[config.mk]
export PLATFORM = sky130hd
export DESIGN_NAME = ls164_load_ctrl
export DESIGN_NICKNAME = d
export VERILOG_FILES = /design/src/rtl/ls164_load_ctrl.sv
export SDC_FILE = /design/constraint.sdc
export NUM_CORES = 1
export LEC_CHECK = 0
export CAP_MARGIN = 20
export CORE_MARGIN = 10
export CORE_UTILIZATION = 50
export DETAILED_ROUTE_END_ITERATION = 8
export HOLD_SLACK_MARGIN = 0.03
export PLACE_DENSITY = 0.72
export SLEW_MARGIN = 0
export SYNTH_ARGS = -nofsm -noshare
export SYNTH_HDL_FRONTEND = slang
export SYNTH_SLANG_ARGS = --single-unit
[constraint.sdc]
create_clock -name CP -period 2.47 [get_ports CP]
set_input_delay 0.494 -clock CP [delete_from_list [all_inputs] [get_ports CP]]
set_output_delay 0.494 -clock CP [all_outputs]
set_load 0.05 [all_outputs]
[src/rtl/ls164_load_ctrl.sv]
// rtl/ls164_load_ctrl.sv - byte serialiser and clock/clear generator for a downstream 74LS164
//
// Purpose:
//   Accepts a byte on LOAD and shifts it out on SER with a generated shift
//   clock SCK, then pulses DONE. CLR_REQ issues a clear on SR_MR_n instead.
//   Every output is a flop, so nothing combinational reaches the 74LS164 pins.
//
// Parameters:
//   DIV        CP cycles per half-period of SCK (1..255)
//   MSB_FIRST  1: DATA[7] shifted first (ends in Q7); 0: DATA[0] shifted first
//
// Ports:
//   CP       in   system clock, rising edge
//   MR       in   asynchronous active-high reset
//   DATA     in   [7:0] byte to serialise, sampled when LOAD is accepted
//   LOAD     in   load request, accepted when LOAD & READY at a CP edge
//   CLR_REQ  in   downstream clear request, wins over LOAD
//   READY    out  idle, LOAD or CLR_REQ will be accepted
//   SER      out  serial data to DSA/DSB
//   SCK      out  shift clock to the 74LS164 CP
//   SR_MR_n  out  active-low clear to the 74LS164 MR_n
//   DONE     out  one-cycle pulse after the 8th shift

module ls164_load_ctrl #(
  parameter int unsigned DIV       = 2,
  parameter bit          MSB_FIRST = 1'b1
) (
  input  logic       CP,
  input  logic       MR,
  input  logic [7:0] DATA,
  input  logic       LOAD,
  input  logic       CLR_REQ,
  output logic       READY,
  output logic       SER,
  output logic       SCK,
  output logic       SR_MR_n,
  output logic       DONE
);

  localparam logic [7:0] DIV_M1 = 8'(DIV - 1);

  typedef enum logic [2:0] {
    ST_CLEAR,
    ST_IDLE,
    ST_SETUP,
    ST_HIGH,
    ST_DONE
  } state_t;

  state_t     state_q, state_d;
  logic [7:0] div_q, div_d;
  logic [2:0] bit_q, bit_d;
  logic [7:0] byte_q, byte_d;
  logic       ser_q, ser_d;
  // Reset leaves the divider at zero; the first CLEAR cycle after reset
  // loads it so the downstream clear still lasts a full DIV cycles.
  logic       armed_q, armed_d;
  logic       sck_q, ready_q, done_q, mr_n_q;
  logic       bit_last;

  function automatic logic pick_bit(input logic [7:0] b, input logic [2:0] idx);
    if (MSB_FIRST) begin
      return b[3'd7 - idx];
    end
    return b[idx];
  endfunction

  // Terminal detect: the 8th bit is in flight, so no further increment.
  assign bit_last = (bit_q == 3'd7);

  always_comb begin
    state_d = state_q;
    div_d   = div_q;
    bit_d   = bit_q;
    byte_d  = byte_q;
    ser_d   = ser_q;
    armed_d = armed_q;
    unique case (state_q)
      ST_CLEAR: begin
        if (!armed_q) begin
          div_d   = DIV_M1;
          armed_d = 1'b1;
        end else if (div_q == 8'd0) begin
          state_d = ST_IDLE;
          div_d   = DIV_M1;
        end else begin
          div_d = div_q - 8'd1;
        end
      end
      ST_IDLE: begin
        if (CLR_REQ) begin
          state_d = ST_CLEAR;
          div_d   = DIV_M1;
        end else if (LOAD) begin
          state_d = ST_SETUP;
          div_d   = DIV_M1;
          byte_d  = DATA;
          bit_d   = 3'd0;
          // First bit comes straight from DATA so SER is valid at acceptance.
          ser_d   = pick_bit(DATA, 3'd0);
        end
      end
      ST_SETUP: begin
        if (div_q == 8'd0) begin
          state_d = ST_HIGH;
          div_d   = DIV_M1;
        end else begin
          div_d = div_q - 8'd1;
        end
      end
      ST_HIGH: begin
        if (div_q == 8'd0) begin
          div_d = DIV_M1;
          if (bit_last) begin
            state_d = ST_DONE;
          end else begin
            state_d = ST_SETUP;
            bit_d   = bit_q + 3'd1;
            // Next bit changes on the same edge SCK falls, giving a full
            // low phase of setup before the next rise.
            ser_d   = pick_bit(byte_q, bit_q + 3'd1);
          end
        end else begin
          div_d = div_q - 8'd1;
        end
      end
      ST_DONE: begin
        state_d = ST_IDLE;
        div_d   = DIV_M1;
      end
      default: begin
        state_d = ST_CLEAR;
        div_d   = DIV_M1;
      end
    endcase
  end

  // Outputs are registered from the next state so they line up with it.
  always_ff @(posedge CP or posedge MR) begin
    if (MR) begin
      state_q <= ST_CLEAR;
      div_q   <= 8'd0;
      bit_q   <= 3'd0;
      byte_q  <= 8'd0;
      ser_q   <= 1'b0;
      armed_q <= 1'b0;
      sck_q   <= 1'b0;
      ready_q <= 1'b0;
      done_q  <= 1'b0;
      mr_n_q  <= 1'b0;
    end else begin
      state_q <= state_d;
      div_q   <= div_d;
      bit_q   <= bit_d;
      byte_q  <= byte_d;
      ser_q   <= ser_d;
      armed_q <= armed_d;
      sck_q   <= (state_d == ST_HIGH);
      ready_q <= (state_d == ST_IDLE);
      done_q  <= (state_d == ST_DONE);
      mr_n_q  <= (state_d != ST_CLEAR);
    end
  end

  assign READY   = ready_q;
  assign SER     = ser_q;
  assign SCK     = sck_q;
  assign SR_MR_n = mr_n_q;
  assign DONE    = done_q;

endmodule

==> impl_metrics.prom <==
# TYPE chip_impl_metric gauge
chip_impl_metric{name="fin_util",unit="%"} 59.60
chip_impl_metric{name="first_global_vias",unit=""} 950
chip_impl_metric{name="synthesis.instances",unit=""} 121
chip_impl_metric{name="io_pins",unit=""} 17
chip_impl_metric{name="drt_iter0_drcs",unit=""} 125
chip_impl_metric{name="worst_skew_pair.late_latency",unit="ns"} 0.32
chip_impl_metric{name="timing.final.max_slew_violations",unit=""} 0
chip_impl_metric{name="dieHeight",unit="um"} 72.75
chip_impl_metric{name="die_area",unit="mm2"} 0.005293
chip_impl_metric{name="r2r_slack",unit="ns"} 0.30
chip_impl_metric{name="numPortBuffers",unit=""} 16
chip_impl_metric{name="clock_sinks",unit=""} 28
chip_impl_metric{name="cts.reportedPaths.clkPinSlew",unit="ns"} 0.14
chip_impl_metric{name="route.antenna.remaining_nets",unit=""} 0
chip_impl_metric{name="p_seq_share",unit="%"} 44.9
chip_impl_metric{name="final_setup_violation_count",unit=""} 0
chip_impl_metric{name="seq_cells_post_synth",unit=""} 28
chip_impl_metric{name="power_report.internal_total",unit="W"} 0.001097
chip_impl_metric{name="synth_cell_types",unit=""} 36
chip_impl_metric{name="detail_route.vias_per_cell",unit=""} 5.565
chip_impl_metric{name="grt_max_degree",unit=""} 29
chip_impl_metric{name="post_synth.cell_area_avg",unit="um2"} 11.50
chip_impl_metric{name="worst-endpoint-arrival",unit="ns"} 2.39
chip_impl_info{name="cts_root_buffer",value="sky130_fd_sc_hd__clkbuf_4"} 1
chip_impl_metric{name="drc_errors",unit=""} 0
chip_impl_metric{name="period_share",unit="%"} 87.82
chip_impl_metric{name="grt_pass1_wl",unit="mm"} 4.416
chip_impl_metric{name="antenna_found_initial",unit=""} 0
chip_impl_metric{name="number_of_buffers_inserted_during_clock_tree_synthesis",unit=""} 3
chip_impl_info{name="cp-end-kind",value="flop"} 1
chip_impl_metric{name="post_synthesis_sequential_area_ratio",unit="%"} 50.36
chip_impl_metric{name="max_clock_freq",unit="MHz"} 461.0
chip_impl_metric{name="path_max_fanout",unit=""} 7
chip_impl_metric{name="cts_setup_buffers",unit=""} 0
chip_impl_metric{name="highest_ir_drop_seen_on_vdd",unit="uV"} 754.6
chip_impl_metric{name="timing.final.hold_violations",unit=""} 0
chip_impl_info{name="worst_setup_path_start_kind",value="flop"} 1
chip_impl_metric{name="critical_path_required_time",unit="ns"} 2.69
chip_impl_metric{name="firstDrtPassIters",unit=""} 4
chip_impl_metric{name="clock_power_share",unit="%"} 10.2
chip_impl_metric{name="worst-slew-pin-transition",unit="ns"} 0.5045
chip_impl_metric{name="syn_nets",unit=""} 137
chip_impl_metric{name="post_cts_hold_buffer_count",unit=""} 0
chip_impl_info{name="r2r_end",value="div_q[3]"} 1
chip_impl_info{name="critPathKind",value="flop to flop"} 1
chip_impl_info{name="rsz0062_at_grt",value="no"} 1
chip_impl_metric{name="switching_part_of_the_total_power",unit="%"} 38.92
chip_impl_metric{name="drt-wirelength-per-cell",unit="um"} 14.39
chip_impl_metric{name="p_per_area",unit="mW/mm2"} 1112
chip_impl_info{name="run_status",value="completed"} 1
chip_impl_metric{name="detail_route.wirelength",unit="mm"} 2.447
chip_impl_metric{name="grt.total_usage",unit="%"} 10.35
chip_impl_metric{name="layout-drive-gt1-share",unit="%"} 17.99
chip_impl_metric{name="syn_to_final_growth",unit="%"} 16.10
chip_impl_metric{name="ctsResizeCount",unit=""} 0
chip_impl_metric{name="die-width",unit="um"} 72.75
chip_impl_metric{name="ff2ff_path_depth",unit=""} 6
chip_impl_metric{name="grt_remaining_overflow",unit=""} 0
chip_impl_info{name="tritoncts",value="built"} 1
chip_impl_metric{name="timing.max_slew.rel_slack",unit="%"} 66.26
chip_impl_metric{name="htree_num_levels",unit=""} 1
chip_impl_metric{name="fin_tns_setup",unit="ns"} 0
chip_impl_metric{name="final.hold.worst_slack",unit="ns"} 0.5023
chip_impl_metric{name="rows",unit=""} 19
chip_impl_info{name="worstHoldPathType",value="input pin to async pin"} 1
chip_impl_metric{name="drv.max_cap_violation_count",unit=""} 0
chip_impl_metric{name="min_clock_period_post_route",unit="ns"} 2.169
chip_impl_metric{name="share_comb_of_total_power",unit="%"} 44.8
chip_impl_metric{name="overall_via_count_from_detail_route",unit=""} 946
chip_impl_metric{name="net_sw_power",unit="W"} 0.0006989
chip_impl_metric{name="finalWeightedCongestion",unit=""} 0.7689
chip_impl_metric{name="design.final.nets",unit=""} 157
chip_impl_metric{name="placeableCoreArea",unit="mm2"} 0.002710
chip_impl_metric{name="insertedDiodeCount",unit=""} 0
chip_impl_metric{name="yosys_warnings",unit=""} 0
chip_impl_metric{name="max-clock-path-buffers",unit=""} 2
chip_impl_metric{name="start_util",unit="%"} 51.34
chip_impl_metric{name="clock_skew_after_layout",unit="ns"} 0.008083
chip_impl_metric{name="hpwl",unit="mm"} 1.905
chip_impl_metric{name="p_leak",unit="nW"} 0.7514
chip_impl_metric{name="syn-cell-area",unit="mm2"} 0.001391
chip_impl_info{name="timing.rr.start",value="div_q[0]"} 1
## flip-flops by register name (all words and copies together) (netlist names)
name and cells:
DONE 1, READY 1, SCK 1, SER 1, SR_MR_n 1, armed_q 1
bit_q 3, byte_q 8, div_q 8, state_q 3
## logic make-up (layout without fill, tap and decap cells)
logic type      Yosys count  in the layout  synth area share, %
mux                      18             18                14.75
compound gates           20             20                11.78
fa+ha+maj                 4              4                3.597
flops                    28             28                50.36
simple gates             38             38                15.20
buf+inv                  11             29                3.057
xor+xnor                  2              2                1.259
## cell usage after synthesis (all sizes together)
cell | count | area (um2)
dfrtp | 28 | 700.7
mux2 | 10 | 112.6
o21ai | 9 | 45.04
inv | 8 | 30.03
nand2 | 8 | 30.03
mux2i | 7 | 70.07
nor2 | 7 | 26.28
ha | 4 | 50.05
nor3 | 4 | 20.02
a22o | 3 | 27.53
and3 | 3 | 18.77
clkbuf | 3 | 12.51
nor2b | 3 | 18.77
and2 | 2 | 12.51
or3b | 2 | 17.52
xor2 | 2 | 17.52
a21oi | 1 | 5.000
a221oi | 1 | 15.01
a32o | 1 | 10.01
a41oi | 1 | 8.760
and2b | 1 | 8.760
and3b | 1 | 8.760
mux4 | 1 | 22.52
nand3 | 1 | 5.000
nand3b | 1 | 7.510
nor3b | 1 | 7.510
nor4 | 1 | 6.260
o21ba | 1 | 10.01
o221ai | 1 | 8.760
o22ai | 1 | 6.260
o41ai | 1 | 27.53
or2 | 1 | 6.260
or3 | 1 | 6.260
or4 | 1 | 11.26
## layout by cell type (no fill, tap or decap), types with 2 or more instances in the layout
cell                              instances
sky130_fd_sc_hd__nor2_1                   7
sky130_fd_sc_hd__mux2_2                  10
sky130_fd_sc_hd__nand2_1                  8
sky130_fd_sc_hd__inv_1                    8
sky130_fd_sc_hd__nor3_1                   4
sky130_fd_sc_hd__o21ai_0                  9
sky130_fd_sc_hd__nor2b_1                  3
sky130_fd_sc_hd__or3b_2                   2
sky130_fd_sc_hd__buf_4                    2
sky130_fd_sc_hd__dfrtp_1                 28
sky130_fd_sc_hd__and3_1                   3
sky130_fd_sc_hd__mux2i_1                  7
sky130_fd_sc_hd__a22o_1                   2
sky130_fd_sc_hd__ha_1                     4
sky130_fd_sc_hd__clkdlybuf4s50_1         16
sky130_fd_sc_hd__and2_1                   2
sky130_fd_sc_hd__clkbuf_4                 3
sky130_fd_sc_hd__xor2_1                   2
## critical path, stage by stage (launching register included)
cell	delay [ns]
sky130_fd_sc_hd__dfrtp_1	0.44
sky130_fd_sc_hd__inv_1	0.09
sky130_fd_sc_hd__ha_1	0.15
sky130_fd_sc_hd__or3b_2	0.51
sky130_fd_sc_hd__o221ai_1	0.44
sky130_fd_sc_hd__o21ai_0	0.17
sky130_fd_sc_hd__a22o_2	0.27
## per-layer routing
layer  share of wire, %  GRT usage, %  vias up
met5                  0             0        -
met3                3.6         1.769        4
met2                 47         16.28       19
met1                 48         13.33      450
met4                1.2         5.063        0
li1                   -             -      473
## stage by stage
| step | instances | power (W) | worst slack, ns | area [um2] |
|---|---|---|---|---|
| after floorplan | 121 | 0.001426 | 0.4772 | 1391 |
| after global placement | 167 | 0.001600 | 0.3612 | 1593 |
| after detailed placement | 167 | 0.001631 | 0.3342 | 1593 |
| after CTS | 170 | 0.001818 | 0.3004 | 1615 |
| after global routing | 170 | 0.001959 | 0.1413 | 1615 |
| final | 170 | 0.001796 | 0.3009 | 1615 |
## power groups by stage
stage / logic (W) / registers (W) / clock network [W]
finish: 0.000805 / 0.000807 / 0.000184
detailed placement: 0.000813 / 0.000818 / 0
CTS: 0.000816 / 0.000807 / 0.000195
floorplan: 0.000594 / 0.000832 / 0
global placement: 0.000791 / 0.000808 / 0
global route: 0.000903 / 0.000845 / 0.000210
## area by class of cell
class                      instances  area, um2
multi-input combinational         82      648.1
timing repair buffer              18      175.2
sequential                        28      700.7
tap                               31      38.79
inverter                           8      30.03
clock buffer                       3      22.52
fill                             242       1095
## worst max path at each step
stage,end,depth (start not counted),startpoint,slack (ns)
floorplan,SER,5,div_q[0],0.48
global placement,div_q[2],5,LOAD,0.36
detailed placement,div_q[3],6,div_q[1],0.33
CTS,div_q[3],6,div_q[1],0.30
global route,div_q[3],6,div_q[1],0.14
finish,div_q[3],6,div_q[0],0.30
(Power assumes the default switching activity.)
